File: config.mk
export PLATFORM = sky130hd
export DESIGN_NAME = muldiv_hilo_unit
export DESIGN_NICKNAME = d
export VERILOG_FILES = /design/src/rtl/muldiv_pkg.sv /design/src/rtl/muldiv_iter_core.sv /design/src/rtl/muldiv_hilo_unit.sv
export SDC_FILE = /design/constraint.sdc
export NUM_CORES = 1
export LEC_CHECK = 0
export CORE_MARGIN = 3
export CORE_UTILIZATION = 60
export CTS_CLUSTER_DIAMETER = 50
export DETAILED_ROUTE_END_ITERATION = 7
export DONT_BUFFER_PORTS = 1
export GPL_ROUTABILITY_DRIVEN = 1
export GPL_TIMING_DRIVEN = 0
export HOLD_SLACK_MARGIN = 0.02
export PLACE_DENSITY = 0.73
export SYNTH_ARGS = -nofsm -noshare
export SYNTH_HDL_FRONTEND = slang
export SYNTH_SLANG_ARGS = --single-unit
File: constraint.sdc
create_clock -name clk -period 3.7 [get_ports clk]
set_input_delay 0.37 -clock clk [delete_from_list [all_inputs] [get_ports clk]]
set_output_delay 0.37 -clock clk [all_outputs]
set_load 0.05 [all_outputs]
File: src/rtl/muldiv_pkg.sv
// -----------------------------------------------------------------------------
// muldiv_pkg
// Shared definitions for the iterative multiply/divide unit:
//   - MD_MULT/MD_MULTU/MD_DIV/MD_DIVU : 2-bit operation encodings on `op`
//   - md_state_e                      : control FSM states (idle, stepping, fix-up)
//   - SEL_HI/SEL_LO                   : HI/LO select used for both MTxx and MFxx
//   - op_is_div/op_is_signed          : decode helpers for the op encoding
// -----------------------------------------------------------------------------
package muldiv_pkg;

  localparam logic [1:0] MD_MULT  = 2'b00;
  localparam logic [1:0] MD_MULTU = 2'b01;
  localparam logic [1:0] MD_DIV   = 2'b10;
  localparam logic [1:0] MD_DIVU  = 2'b11;

  typedef enum logic [1:0] {
    MD_IDLE = 2'd0,
    MD_RUN  = 2'd1,
    MD_FIX  = 2'd2
  } md_state_e;

  localparam logic SEL_HI = 1'b0;
  localparam logic SEL_LO = 1'b1;

  // Upper op bit selects divide, lower op bit selects the unsigned variant.
  function automatic logic op_is_div(input logic [1:0] op);
    return op[1];
  endfunction

  function automatic logic op_is_signed(input logic [1:0] op);
    return ~op[0];
  endfunction

endpackage

File: src/rtl/muldiv_iter_core.sv
// -----------------------------------------------------------------------------
// muldiv_iter_core
// Datapath of the iterative multiplier/divider. Operands are reduced to
// magnitudes at load time, one radix-2 step runs per cycle while step_i is
// high, and the signed/zero-divisor fix-up is applied combinationally on the
// result outputs so the controller can capture them in its fix-up cycle.
// Ports:
//   clk, rst          : clock, asynchronous active-low reset
//   load_i            : latch operands, op kind and result sign flags
//   step_i            : perform one shift-add / shift-subtract step
//   op_i              : operation encoding (muldiv_pkg)
//   src_a_i, src_b_i  : multiplicand/dividend, multiplier/divisor
//   res_hi_o/res_lo_o : fixed-up HI/LO result (valid after XLEN steps)
//   dbz_o             : latched operation was a divide by zero
// -----------------------------------------------------------------------------
module muldiv_iter_core
  import muldiv_pkg::*;
#(
  parameter int XLEN = 32
) (
  input  logic            clk,
  input  logic            rst,
  input  logic            load_i,
  input  logic            step_i,
  input  logic [1:0]      op_i,
  input  logic [XLEN-1:0] src_a_i,
  input  logic [XLEN-1:0] src_b_i,
  output logic [XLEN-1:0] res_hi_o,
  output logic [XLEN-1:0] res_lo_o,
  output logic            dbz_o
);

  logic [2*XLEN-1:0] acc_q;
  logic [XLEN-1:0]   opnd_q;
  logic [XLEN-1:0]   a_raw_q;
  logic              is_div_q;
  logic              neg_lo_q;
  logic              neg_hi_q;
  logic              b_zero_q;

  logic [XLEN-1:0]   a_abs;
  logic [XLEN-1:0]   b_abs;
  logic              a_neg;
  logic              b_neg;
  logic [XLEN:0]     mul_sum;
  logic [2*XLEN-1:0] mul_next;
  logic [XLEN:0]     rem_sh;
  logic              rem_ge;
  logic [XLEN-1:0]   rem_new;
  logic [2*XLEN-1:0] div_next;
  logic [2*XLEN-1:0] prod_fix;

  // Operand magnitudes. -MIN wraps back to MIN, which is exactly the
  // unsigned magnitude 2^(XLEN-1), so MIN needs no special case.
  always_comb begin
    a_neg = op_is_signed(op_i) & src_a_i[XLEN-1];
    b_neg = op_is_signed(op_i) & src_b_i[XLEN-1];
    a_abs = a_neg ? -src_a_i : src_a_i;
    b_abs = b_neg ? -src_b_i : src_b_i;
  end

  // One step of each algorithm. Multiply consumes the multiplier from the
  // low half of the accumulator LSB first while the partial product grows in
  // the high half. Divide shifts the dividend out of the low half into the
  // remainder and shifts quotient bits in behind it. The shifted remainder is
  // below twice the divisor, so after a successful subtract it fits in XLEN
  // bits and a plain XLEN-bit subtraction gives the right value.
  always_comb begin
    mul_sum  = {1'b0, acc_q[2*XLEN-1:XLEN]} + (acc_q[0] ? {1'b0, opnd_q} : '0);
    mul_next = {mul_sum, acc_q[XLEN-1:1]};

    rem_sh   = {acc_q[2*XLEN-1:XLEN], acc_q[XLEN-1]};
    rem_ge   = rem_sh[XLEN] | (rem_sh[XLEN-1:0] >= opnd_q);
    rem_new  = rem_ge ? (rem_sh[XLEN-1:0] - opnd_q) : rem_sh[XLEN-1:0];
    div_next = {rem_new, acc_q[XLEN-2:0], rem_ge};
  end

  // Operand/accumulator registers. Load primes the accumulator with the
  // multiplier (multiply) or dividend (divide) in the low half.
  always_ff @(posedge clk or negedge rst) begin
    if (!rst) begin
      acc_q    <= '0;
      opnd_q   <= '0;
      a_raw_q  <= '0;
      is_div_q <= 1'b0;
      neg_lo_q <= 1'b0;
      neg_hi_q <= 1'b0;
      b_zero_q <= 1'b0;
    end else if (load_i) begin
      is_div_q <= op_is_div(op_i);
      a_raw_q  <= src_a_i;
      b_zero_q <= (src_b_i == '0);
      neg_lo_q <= a_neg ^ b_neg;
      if (op_is_div(op_i)) begin
        acc_q    <= {{XLEN{1'b0}}, a_abs};
        opnd_q   <= b_abs;
        neg_hi_q <= a_neg;
      end else begin
        acc_q    <= {{XLEN{1'b0}}, b_abs};
        opnd_q   <= a_abs;
        neg_hi_q <= a_neg ^ b_neg;
      end
    end else if (step_i) begin
      acc_q <= is_div_q ? div_next : mul_next;
    end
  end

  // Sign fix-up and divide-by-zero override. The zero-divisor result is
  // produced here directly instead of relying on what the step logic leaves.
  always_comb begin
    prod_fix = neg_lo_q ? -acc_q : acc_q;
    dbz_o    = is_div_q & b_zero_q;
    if (!is_div_q) begin
      res_hi_o = prod_fix[2*XLEN-1:XLEN];
      res_lo_o = prod_fix[XLEN-1:0];
    end else if (b_zero_q) begin
      res_hi_o = a_raw_q;
      res_lo_o = '1;
    end else begin
      res_hi_o = neg_hi_q ? -acc_q[2*XLEN-1:XLEN] : acc_q[2*XLEN-1:XLEN];
      res_lo_o = neg_lo_q ? -acc_q[XLEN-1:0] : acc_q[XLEN-1:0];
    end
  end

endmodule

File: src/rtl/muldiv_hilo_unit.sv
// -----------------------------------------------------------------------------
// muldiv_hilo_unit
// Execute-stage multiply/divide unit with architectural HI/LO registers.
// Runs MULT/MULTU/DIV/DIVU over XLEN+1 cycles, handles MTHI/MTLO writes and
// MFHI/MFLO reads, and stalls the pipeline when it touches HI/LO mid-operation.
// Ports:
//   clk, rst        : clock, asynchronous active-low reset
//   start, op       : begin op (00 MULT, 01 MULTU, 10 DIV, 11 DIVU)
//   src_a, src_b    : multiplicand/dividend, multiplier/divisor
//   flush           : cancel a pending start or in-flight operation
//   hilo_we         : MTHI/MTLO write strobe, data on hilo_wdata
//   hilo_wsel       : 0 = HI, 1 = LO for both write and read
//   rd_req          : MFHI/MFLO in execute
//   rd_data         : combinational HI or LO per hilo_wsel
//   busy, stall     : operation in flight / pipeline hold request
//   done            : one-cycle pulse after HI/LO were updated by an op
//   div_by_zero     : pulses with done for a zero divisor
// -----------------------------------------------------------------------------
module muldiv_hilo_unit
  import muldiv_pkg::*;
#(
  parameter int XLEN = 32
) (
  input  logic            clk,
  input  logic            rst,
  input  logic            start,
  input  logic [1:0]      op,
  input  logic [XLEN-1:0] src_a,
  input  logic [XLEN-1:0] src_b,
  input  logic            flush,
  input  logic            hilo_we,
  input  logic            hilo_wsel,
  input  logic [XLEN-1:0] hilo_wdata,
  input  logic            rd_req,
  output logic [XLEN-1:0] rd_data,
  output logic            busy,
  output logic            stall,
  output logic            done,
  output logic            div_by_zero
);

  localparam int CNT_W = $clog2(XLEN + 1);

  md_state_e       state_q, state_d;
  logic [CNT_W-1:0] cnt_q, cnt_d;
  logic [XLEN-1:0] hi_q, hi_d;
  logic [XLEN-1:0] lo_q, lo_d;
  logic            done_q, done_d;
  logic            dbz_q, dbz_d;

  logic            core_load;
  logic            core_step;
  logic [XLEN-1:0] core_hi;
  logic [XLEN-1:0] core_lo;
  logic            core_dbz;

  muldiv_iter_core #(
    .XLEN(XLEN)
  ) u_core (
    .clk     (clk),
    .rst     (rst),
    .load_i  (core_load),
    .step_i  (core_step),
    .op_i    (op),
    .src_a_i (src_a),
    .src_b_i (src_b),
    .res_hi_o(core_hi),
    .res_lo_o(core_lo),
    .dbz_o   (core_dbz)
  );

  // Control: accept in idle (start beats a same-cycle MTxx write), step for
  // XLEN cycles, then commit the fixed-up result. A flush in either busy
  // state abandons the operation before anything is committed.
  always_comb begin
    state_d   = state_q;
    cnt_d     = cnt_q;
    hi_d      = hi_q;
    lo_d      = lo_q;
    done_d    = 1'b0;
    dbz_d     = 1'b0;
    core_load = 1'b0;
    core_step = 1'b0;
    unique case (state_q)
      MD_IDLE: begin
        if (start && !flush) begin
          core_load = 1'b1;
          cnt_d     = '0;
          state_d   = MD_RUN;
        end else if (hilo_we) begin
          if (hilo_wsel == SEL_LO) lo_d = hilo_wdata;
          else                     hi_d = hilo_wdata;
        end
      end
      MD_RUN: begin
        if (flush) begin
          state_d = MD_IDLE;
        end else begin
          core_step = 1'b1;
          cnt_d     = cnt_q + CNT_W'(1);
          if (cnt_q == CNT_W'(XLEN - 1)) state_d = MD_FIX;
        end
      end
      MD_FIX: begin
        state_d = MD_IDLE;
        if (!flush) begin
          hi_d   = core_hi;
          lo_d   = core_lo;
          done_d = 1'b1;
          dbz_d  = core_dbz;
        end
      end
      default: state_d = MD_IDLE;
    endcase
  end

  // Control and architectural state registers.
  always_ff @(posedge clk or negedge rst) begin
    if (!rst) begin
      state_q <= MD_IDLE;
      cnt_q   <= '0;
      hi_q    <= '0;
      lo_q    <= '0;
      done_q  <= 1'b0;
      dbz_q   <= 1'b0;
    end else begin
      state_q <= state_d;
      cnt_q   <= cnt_d;
      hi_q    <= hi_d;
      lo_q    <= lo_d;
      done_q  <= done_d;
      dbz_q   <= dbz_d;
    end
  end

  // Pipeline-facing outputs; stall is purely combinational so a request is
  // held off in the very cycle it appears.
  always_comb begin
    busy        = (state_q != MD_IDLE);
    stall       = busy & (rd_req | start | hilo_we);
    rd_data     = (hilo_wsel == SEL_LO) ? lo_q : hi_q;
    done        = done_q;
    div_by_zero = dbz_q;
  end

endmodule

==> results.txt, run 1 <==
- In this run the core area contains roughly 60 standard-cell rows.
- Registers take a little over 0.005 sq mm.
- TritonCTS built the clock tree.
- Power comes to around 0.015 W.
- Counting distinct cell types in the post-synthesis netlist gives 80.
* Portion of synthesized cell area occupied by the leading cell type: just under 30%
- During synthesis, Yosys emitted a total of 0 warnings.
- The initial utilization of the core area, before any placement, comes to roughly three fifths.
- Largest net degree at the start of global routing: just over 200
- On the final layout, the worst hold slack is -0.4934 ns.
- The worst pin sits at a relative slew slack of between 20% and 30%.
* Max Fclk: about 0.26 GHz
- The worst setup path is launched from a flip-flop.
* Number of antenna repair diodes: 0
- Share of layout cells above drive strength 1: 6.469%
* Maximum count of clock buffers along a single path: 3
- The analysis attributes to cell leakage a power of 8.067 nW.
* Final standard cell utilization of the core: between 60 and 70%
* XOR/XNOR Fraction of Synth Area: under 10%
- Post-synthesis cell type with the largest combined area: dfrtp_1
* CTS sink count: a little over 200
* Floorplan die area: ~0.031 sq mm
* Wire length of the first global-routing pass: about 110000 um
- The synthesized design contains between 200 and 250 register bits.
- Total instance count after detailed placement: 2643
- The worst path in the final design needs a cycle of 3.778 ns, including I/O delays and setup.
- By area, the combinational part of the netlist is dominated by compound AO/OA/AOI/OAI gates.
* Number of nets in the layout: 2520
- Of the post-synthesis cell area, the part taken by muxes is approximately 5.1%.
- Number of levels in the clock H-tree: 1
- In the routed layout, each cell is associated on average with a via count of ~7.
- For the worst setup path, the data arrival time is 4.22 ns.
* Net count of the mapped netlist: 2441
* Share of the synthesized area in compound gates (AO/OA/AOI/OAI): 26.27%
* Buffers and inverters on the worst path: 0
* Most area-consuming cells after synthesis: dfrtp_1 (30%), nand2_1 (7.2%), o21ai_0 (6.2%)
- Along the worst path, the maximum fanout reaches 9.
- Final Instance Count excl. Fillers: between 2000 and 3000
- In this design, the critical path's most frequently occurring cell is nand4_1.
- Final period util: 102.1%
- The via count of the first global-routing pass is 17940.
- Cell with the largest stage delay on the worst path: nor2_1
* Main flop type after synthesis: dfrtp_1
* Hold buffers post-CTS: 44
- Final-layout fill cell count: roughly 2400
- The first detailed-routing pass took 6 iterations.
- Post-detailed-route wirelength per cell: between 20 and 30 um
- Max-cap violations in this run came to 0.
- The critical path in this run is classified as reg -> reg.
* Kind of path behind the tightest hold check: in -> async
* Clock Skew: between 0.015 and 0.02 ns
- The wire-length estimate of the detail-placed layout is about 55000 um.
- Routed Antenna Nets: 0
- In this run the cell area of the synthesized design comes to between 0.015 and 0.02 sq mm.
- IR analysis of the VDD net gives a maximum drop of between 0.6 and 0.7 mV.
- The number of antenna violations at the first check in global routing came to 1.
- Across all setup checks in the final design, the least slack found is -0.07772 ns.
* DRC marker count from the first detailed-route iteration: 2799
* Fraction of the mapped netlist area in simple logic gates: approximately a fifth
* Average cell area after synthesis: around 7.7 sq um
* Vert. Die Dim: 176.6 um
* Number of buffers created by CTS: 27
- The worst setup path is captured at a flip-flop.
- GPL Wtd Cong: roughly 1.1
* Count of buffers from port buffering: 0
* Global routing met2 resource utilization: about two thirds
* Gate count after technology mapping: approximately 2300
- Setup Viol. Count Final: 4
* Outcome: finished with violations
* Max-slew violations: 0
- Unrepaired setup endpoints after global routing: yes
* Overall Global Routing Usage: 45.41%
* Slew of the pin with the lowest slew margin: 1.120 ns
- Summing the areas of all fa, ha and maj instances in the mapped netlist gives under 10% of the synthesized area.
- Delay contributed by the slowest stage of the critical path: 0.68 ns
- Detailed-route DRC error count: 0
* Placeable Area: around 0.028 sq mm
- Across all layers, the routed design uses 19220 vias.
- Cells traversed along the worst timing path: ha_1, nand4_1, nor2_1, o211ai_1, nand4_1, a21oi_4, nor2_1, nand4_1, a32o_1
- The synthesized design contains 0 enable-type register cells.
- In this run the count of I/O pins placed on the die edge is ~140.
- Worst skew pair latency: 0.56 ns
- Reg clk slew, reported paths: around 0.06 ns
- Clock root buffer master: clkbuf_16
* Critical path data required time: 4.15 ns
- The startpoint identified for the worst register-to-register timing path is u_core.acc_q[42].
* Die extent in x: around 180 um
- Cell Pwr Density: 763.5 mW/mm^2
- Crit. Startpoint: u_core.acc_q[42]
- Category of cells accounting for the largest share of critical-path delay: simple AND/OR/NAND/NOR gates
- Endpoints failing hold: ~210
- For this run, global-route usage on met3 was measured as ~16%.
- Layout area overhead: 11.72%
- After global routing, the most crowded layer is met2.
- The checks that failed: negative hold slack, negative setup slack.
- Global-route congestion overflow total: 0
- Met1 track demand over resource: between 60% and 70%
- For this run, the register share of the synthesized area comes to 29.52%.
- The final layout contains routed wiring with a total length of around 73000 um.
- In the final layout, the multi-input gates occupy around 0.012 sq mm.
- Counting flops with an async set or reset pin after synthesis yields a share of 100.0%.
==> power by group <==
part / switching, W / internal (W) / leakage [nW] / total, W
clock network: 0.00116 / 0.00167 / 0.478 / 0.00284
registers: 0.000841 / 0.00281 / 2.57 / 0.00366
logic: 0.00548 / 0.00292 / 5.02 / 0.00840
total: 0.00748 / 0.00741 / 8.07 / 0.0149
==> synthesized netlist by cell type, types with 9 or more instances <==
library cell  count
a211oi_1         20
a21o_1           21
a21oi_1         162
a22oi_1          12
a31oi_1          23
and3_1           17
buf_1            16
clkbuf_1        129
dfrtp_1         206
ha_1             69
inv_1            77
mux2_2           35
mux2i_1          50
nand2_1         335
nand2b_1         21
nand3_1          38
nand4_1          14
nor2_1          194
nor2b_1          13
nor3_1           50
nor4_1           14
o211ai_1         57
o21a_1           11
o21ai_0         215
o21bai_1          9
o221ai_1         32
o22ai_1          38
o31ai_1          32
o41ai_1          13
or3_1            24
or4_1            14
xnor2_1         108
xor2_1           64
==> kinds of logic (layout without fill, tap and decap cells) <==
group | count (synthesis) | in the layout
and+or+nand+nor | 773 | 773
adders and majority gates | 71 | 71
DFF | 206 | 206
muxes | 85 | 85
xor gates and xnor gates | 172 | 172
buffers and inverters | 233 | 333
AOI/OAI and AO/OA | 725 | 725
==> worst paths after layout <==
path / end / slack (ns) / depth (start not counted)
setup / recovery: u_core.acc_q[45] / -0.08 / 9
setup reg to reg: u_core.acc_q[45] / -0.08 / 9
hold reg to reg: lo_q[24] / 0.48 / 2
min in group clk: hi_q[13] / 0.02 / 2
hold / removal: u_core.acc_q[51] / -0.49 / 0
max in group asynchronous: u_core.acc_q[15] / 3.82 / 0
==> metrics by stage <==
| step | area [sq um] | hold slack [ns] | setup TNS, ns | setup WS, ns |
|---|---|---|---|---|
| 4_1_cts | 19410 | -0.4945 | 0 | 0.01757 |
| 5_1_grt | 19510 | -0.5056 | -0.06584 | -0.02686 |
| 3_3_place_gp | 17940 | 0.08164 | -9.234 | -1.091 |
| 2_1_floorplan | 17460 | 0.07441 | 0 | 0.4496 |
| 6_report | 19510 | -0.4934 | -0.1309 | -0.07772 |
| 3_5_place_dp | 17940 | 0.08414 | -10.30 | -1.081 |
==> routing by layer <==
metal	vias to the layer above	wire (um)
met5	-	0
met4	0	5053
met3	315	10570
met2	1499	29670
met1	9034	27460
li1	8373	-
==> sequential cells by signal, summed over array words and instances, names as in the netlist, 2 cells and up <==
signal,flops
hi_q,32
u_core.acc_q,64
lo_q,32
u_core.opnd_q,32
state_q,2
cnt_q,6
u_core.a_raw_q,32
==> final cells by class <==
class,instances,share of cell area [%]
buffer,152,3.110
clock buffer,29,3.553
clock inverter,21,1.353
inverter,78,1.501
multi-input combinational,1826,59.01
sequential,206,26.45
tap,378,2.424
timing repair buffer,53,2.604
==> placed cells by master (no fill, tap or decap), types with 13 or more instances in the layout <==
cell type,instances
a31oi_1,22
mux2i_1,50
buf_1,15
nor2_1,193
nand2b_1,21
o22ai_1,38
inv_1,76
clkbuf_1,120
nand4_1,14
dlygate4sd3_1,44
nand2_1,335
and3_1,17
dfrtp_1,202
or4_1,14
clkbuf_16,27
a21oi_1,161
o31ai_1,32
or3_1,24
o21ai_0,211
nor4_1,14
ha_1,69
mux2_2,35
o221ai_1,32
nor3_1,49
nand3_1,38
a21o_1,21
a211oi_1,18
o211ai_1,57
nor2b_1,13
xor2_1,64
xnor2_1,108
==> worst register-to-register path: stages, from the launching register on <==
cell and delay (ns):
dfrtp_1 0.59, ha_1 0.52, nand4_1 0.27, nor2_1 0.35, o211ai_1 0.32, nand4_1 0.32, a21oi_4 0.13, nor2_1 0.68
nand4_1 0.20, a32o_1 0.30
==> timing repair <==
action | 4_1_cts | 5_1_grt
pin swaps | 3 | 4
setup endpoints to repair | 35 | 41
hold endpoints to repair | 251 | 206
gates resized for setup | 21 | 19
buffers inserted | 2 | 7
Power figures use the tool's default switching activity.
==> inputs of run 2 (changes only) <==
- GPL_TIMING_DRIVEN: 0 -> default
- SETUP_SLACK_MARGIN: default -> 0.1
- clock period: 3.7 -> 4.1 ns (I/O delays scaled with it)
==> run 2 against run 1 <==
Effect of this change:
- the flow finishes with violations (negative hold slack)
- wire length shrank 9.0%
- register-to-register slack better by 0.46 ns
- count of clock-buffer cells in the layout rose by 7
- clock power shrank 12%
- utilization decreased by 1.5 points
==> results.txt, run 2 (synthesized netlist as in run 1, its figures left out) <==
* Critical path data required time: 4.54 ns (+0.39 ns)
- Final instance area: 0.01909 sq mm (-2.1%)
- The flip-flop count of the largest register, all copies and words added was 64 (unchanged).
- The count of buffers inserted at the top-level ports is 0 (unchanged).
- Vert. Die Dim: 176.6 um (unchanged)
- Max-capacitance violation count: 0 (unchanged)
- Cells traversed along the worst timing path: inv_1, nor2_1, ha_1, a211oi_1, o21ai_0, a2111oi_0, buf_4, o2bb2ai_1, a31o_2, o41ai_1, xnor2_1, a221o_1
* Initial antenna violation count: 0 (-1)
- The ratio of cells with drive above 1 in the final layout is 7.518% (+1.0 points).
- The total wire length is 66220 um (-9.0%).
* Number of global-route vias before repair: 16980 (-5.3%)
- The wire length of the first global-routing pass came to 100700 um (-6.7%).
* Place WS: 0.5007 ns (+1.581 ns)
- The endpoint identified for the worst register-to-register timing path is u_core.acc_q[62].
* Type of element launching the critical path: flip-flop
- Post_cts resized: 0 (-100%)
- Cell with the largest stage delay on the worst path: a2111oi_0
* Detailed-route DRC error count: 0 (unchanged)
* Delay contributed by the slowest stage of the critical path: 0.58 ns (-0.10 ns)
- Outcome: finished with violations
* Buffers and inverters on the worst path: 2 (+2)
* Max FO, Critical Path: 7 (-2)
- Most frequent standard cell in the layout excluding fill and tap cells: nand2_1
- Final period util: 90.76% (-11 points)
* Hold Slack: -0.4438 ns (+0.04961 ns)
- The worst hold path belongs to the class in -> async.
- PnR Total Power: 0.01315 W (-12%)
- The clock period minus worst slack came to 3.721 ns (-0.05675 ns).
- The setup TNS after final layout was 0 ns (+0.1309 ns).
- Crit. Startpoint: u_core.acc_q[0]
* Maximum count of clock buffers along a single path: 3 (unchanged)
- CTS sink count: 206 (unchanged)
* DRC marker count from the first detailed-route iteration: 2588 (-7.5%)
* Count of boundary I/O pins: 141 (unchanged)
- The final antenna diode count was 0 (unchanged).
* Post-CTS Setup Bufs: 0 (-2)
* Clock root buffer master: clkbuf_16
- Relative max-transition margin: 23.02% (-2.3 points)
- Placeable Area: 0.02824 sq mm (unchanged)
- The via count normalized by instance count is 7.022 (+0.21%).
- The full die area is 0.03119 sq mm (unchanged).
- The detailed-route via count was 18440 (-4.1%).
- The final layout net count is 2403 (-4.6%).
- The area growth from synthesis to layout is 9.321%.
- The final weighted congestion in routability-driven placement was 1.054 (-3.0%).
- The clock latency of the later-clocked register in the worst-skew pair came to 0.55 ns (about the same).
* Largest net degree at the start of global routing: 207 (unchanged)
- The number of hold-repair buffers added at the cts stage was 33 (-25%).
* Category of cells accounting for the largest share of critical-path delay: compound AO/OA/AOI/OAI gates
- Worst Path Arrival: 4.16 ns (-0.06 ns)
* Failing checks: negative hold slack
- The register-to-register setup slack was 0.38 ns (+0.46 ns).
- Highest-count cells in the layout ignoring fill and taps: nand2_1 (335), o21ai_0 (215), dfrtp_1 (205)
- Unrepaired setup endpoints after global routing: no
* Initial Util: 61.84% (unchanged)
- Overall Global Routing Usage: 41.36% (-4.0 points)
- The cell count of the worst reg-to-reg path is 12 (+3).
- The clock transition at the registers of the reported paths came to 0.06 ns (about the same).
- Global-route congestion overflow total: 0 (unchanged)
- The setup path with the least slack is of type reg -> reg.
- Max Fclk: 0.2687 GHz (+1.5%)
* Total number of placement rows: 61 (unchanged)
- Routed Antenna Nets: 0 (unchanged)
- The half-perimeter wire length after detailed placement is 48500 um (-12%).
- Clock tree from TritonCTS: done
* Crit path depth: 12 (+3)
* Clock Skew: 0.01323 ns (-0.006376 ns)
- Min setup slack post-route: 0.3790 ns (+0.4567 ns)
- Endpoints failing hold: 206 (unchanged)
- Max-slew violations: 0 (unchanged)
* Iteration count of the initial detailed-routing pass: 6 (unchanged)
- The actual slew at the worst max-slew pin came to 1.152 ns (+0.03255 ns).
- The leakage power of the design is 7.993 nW (-0.92%).
- The maximum VDD drop came to 0.6236 mV (+3.7%).
- Capture point of the worst path: u_core.acc_q[62]
- Cell area after placement: 0.01780 sq mm (-0.74%)
- The total power density per cell area is 689.0 mW/mm^2 (-9.8%).
* Reg-to-Reg Start: u_core.acc_q[0]
- Final-layout fill cell count: 2284 (-4.2%)
* Number of levels in the clock H-tree: 1 (unchanged)
- STA classifies the critical path endpoint as a flip-flop.
* Setup Viol. Count Final: 0 (-4)
- Register with the highest flop count: u_core.acc_q
- The wire length per cell came to 25.22 um (-4.9%).
- Die extent in x: 176.6 um (unchanged)
- The number of clock buffers inserted by TritonCTS was 29 (+7.4%).
[run 2: changes by cell type in the layout (fill, tap and decap cells not counted), moves of 3 or more]
cell           previous run  this run
clkbuf_1                120         3
dfrtp_1                 202       205
buf_2                    10         0
clkinvlp_4                0         3
buf_4                    10        51
o21ai_0                 211       215
o21ai_1                  11         6
dlygate4sd3_1            44        33
dfrtp_2                   4         0
buf_1                    15         0
clkbuf_8                  1         4
clkbuf_2                  4         0
[run 2: layout make-up]
cell class / instances / area, sq um / share of cell area (%)
Multi-Input combinational cell: 1826 / 11460 / 60.01
Sequential cell: 206 / 5159 / 27.02
Clock buffer: 36 / 792.0 / 4.149
Timing Repair Buffer: 86 / 753.2 / 3.945
Tap cell: 378 / 473.0 / 2.477
Inverter: 78 / 292.8 / 1.534
Clock inverter: 16 / 165.2 / 0.8651
[run 2: worst min path at each step]
stage,startpoint,end,slack [ns],cells past startpoint
after detailed placement,rst,u_core.acc_q[57],0.13,0
after global routing,rst,u_core.acc_q[57],-0.45,0
after global placement,rst,cnt_q[4],0.12,0
final,rst,u_core.acc_q[57],-0.44,0
after floorplan,rst,cnt_q[0],0.11,0
after CTS,rst,hi_q[24],-0.45,0
[run 2: power breakdown]
part	switching, W	internal (W)
clock network	0.000997	0.00150
logic	0.00471	0.00270
registers	0.000705	0.00254
[run 2: routing by layer]
layer	vias up	GRT usage, %	share of wire, %
met5	-	0	0
li1	8108	-	-
met4	0	17.77	5.6
met2	1346	60.70	42
met1	8728	56.69	39
met3	258	12.56	14
[run 2: through the flow]
stage                     util [%]  instances
final                        67.60       2626
after global routing         67.60       2626
after CTS                    67.60       2626
after detailed placement     63.04       2541
after global placement       63.04       2541
after floorplan                  -       2265
[run 2: worst reg2reg max path: cells and delay by family, from the launching register on]
family	cells	cell delay, ns
adder cells (fa/ha/maj)	1	0.24
XOR/XNOR	1	0.10
buffers and inverters	2	0.38
AND/OR/NAND/NOR	1	0.07
flip-flops	1	0.46
AO/OA/AOI/OAI	7	2.36
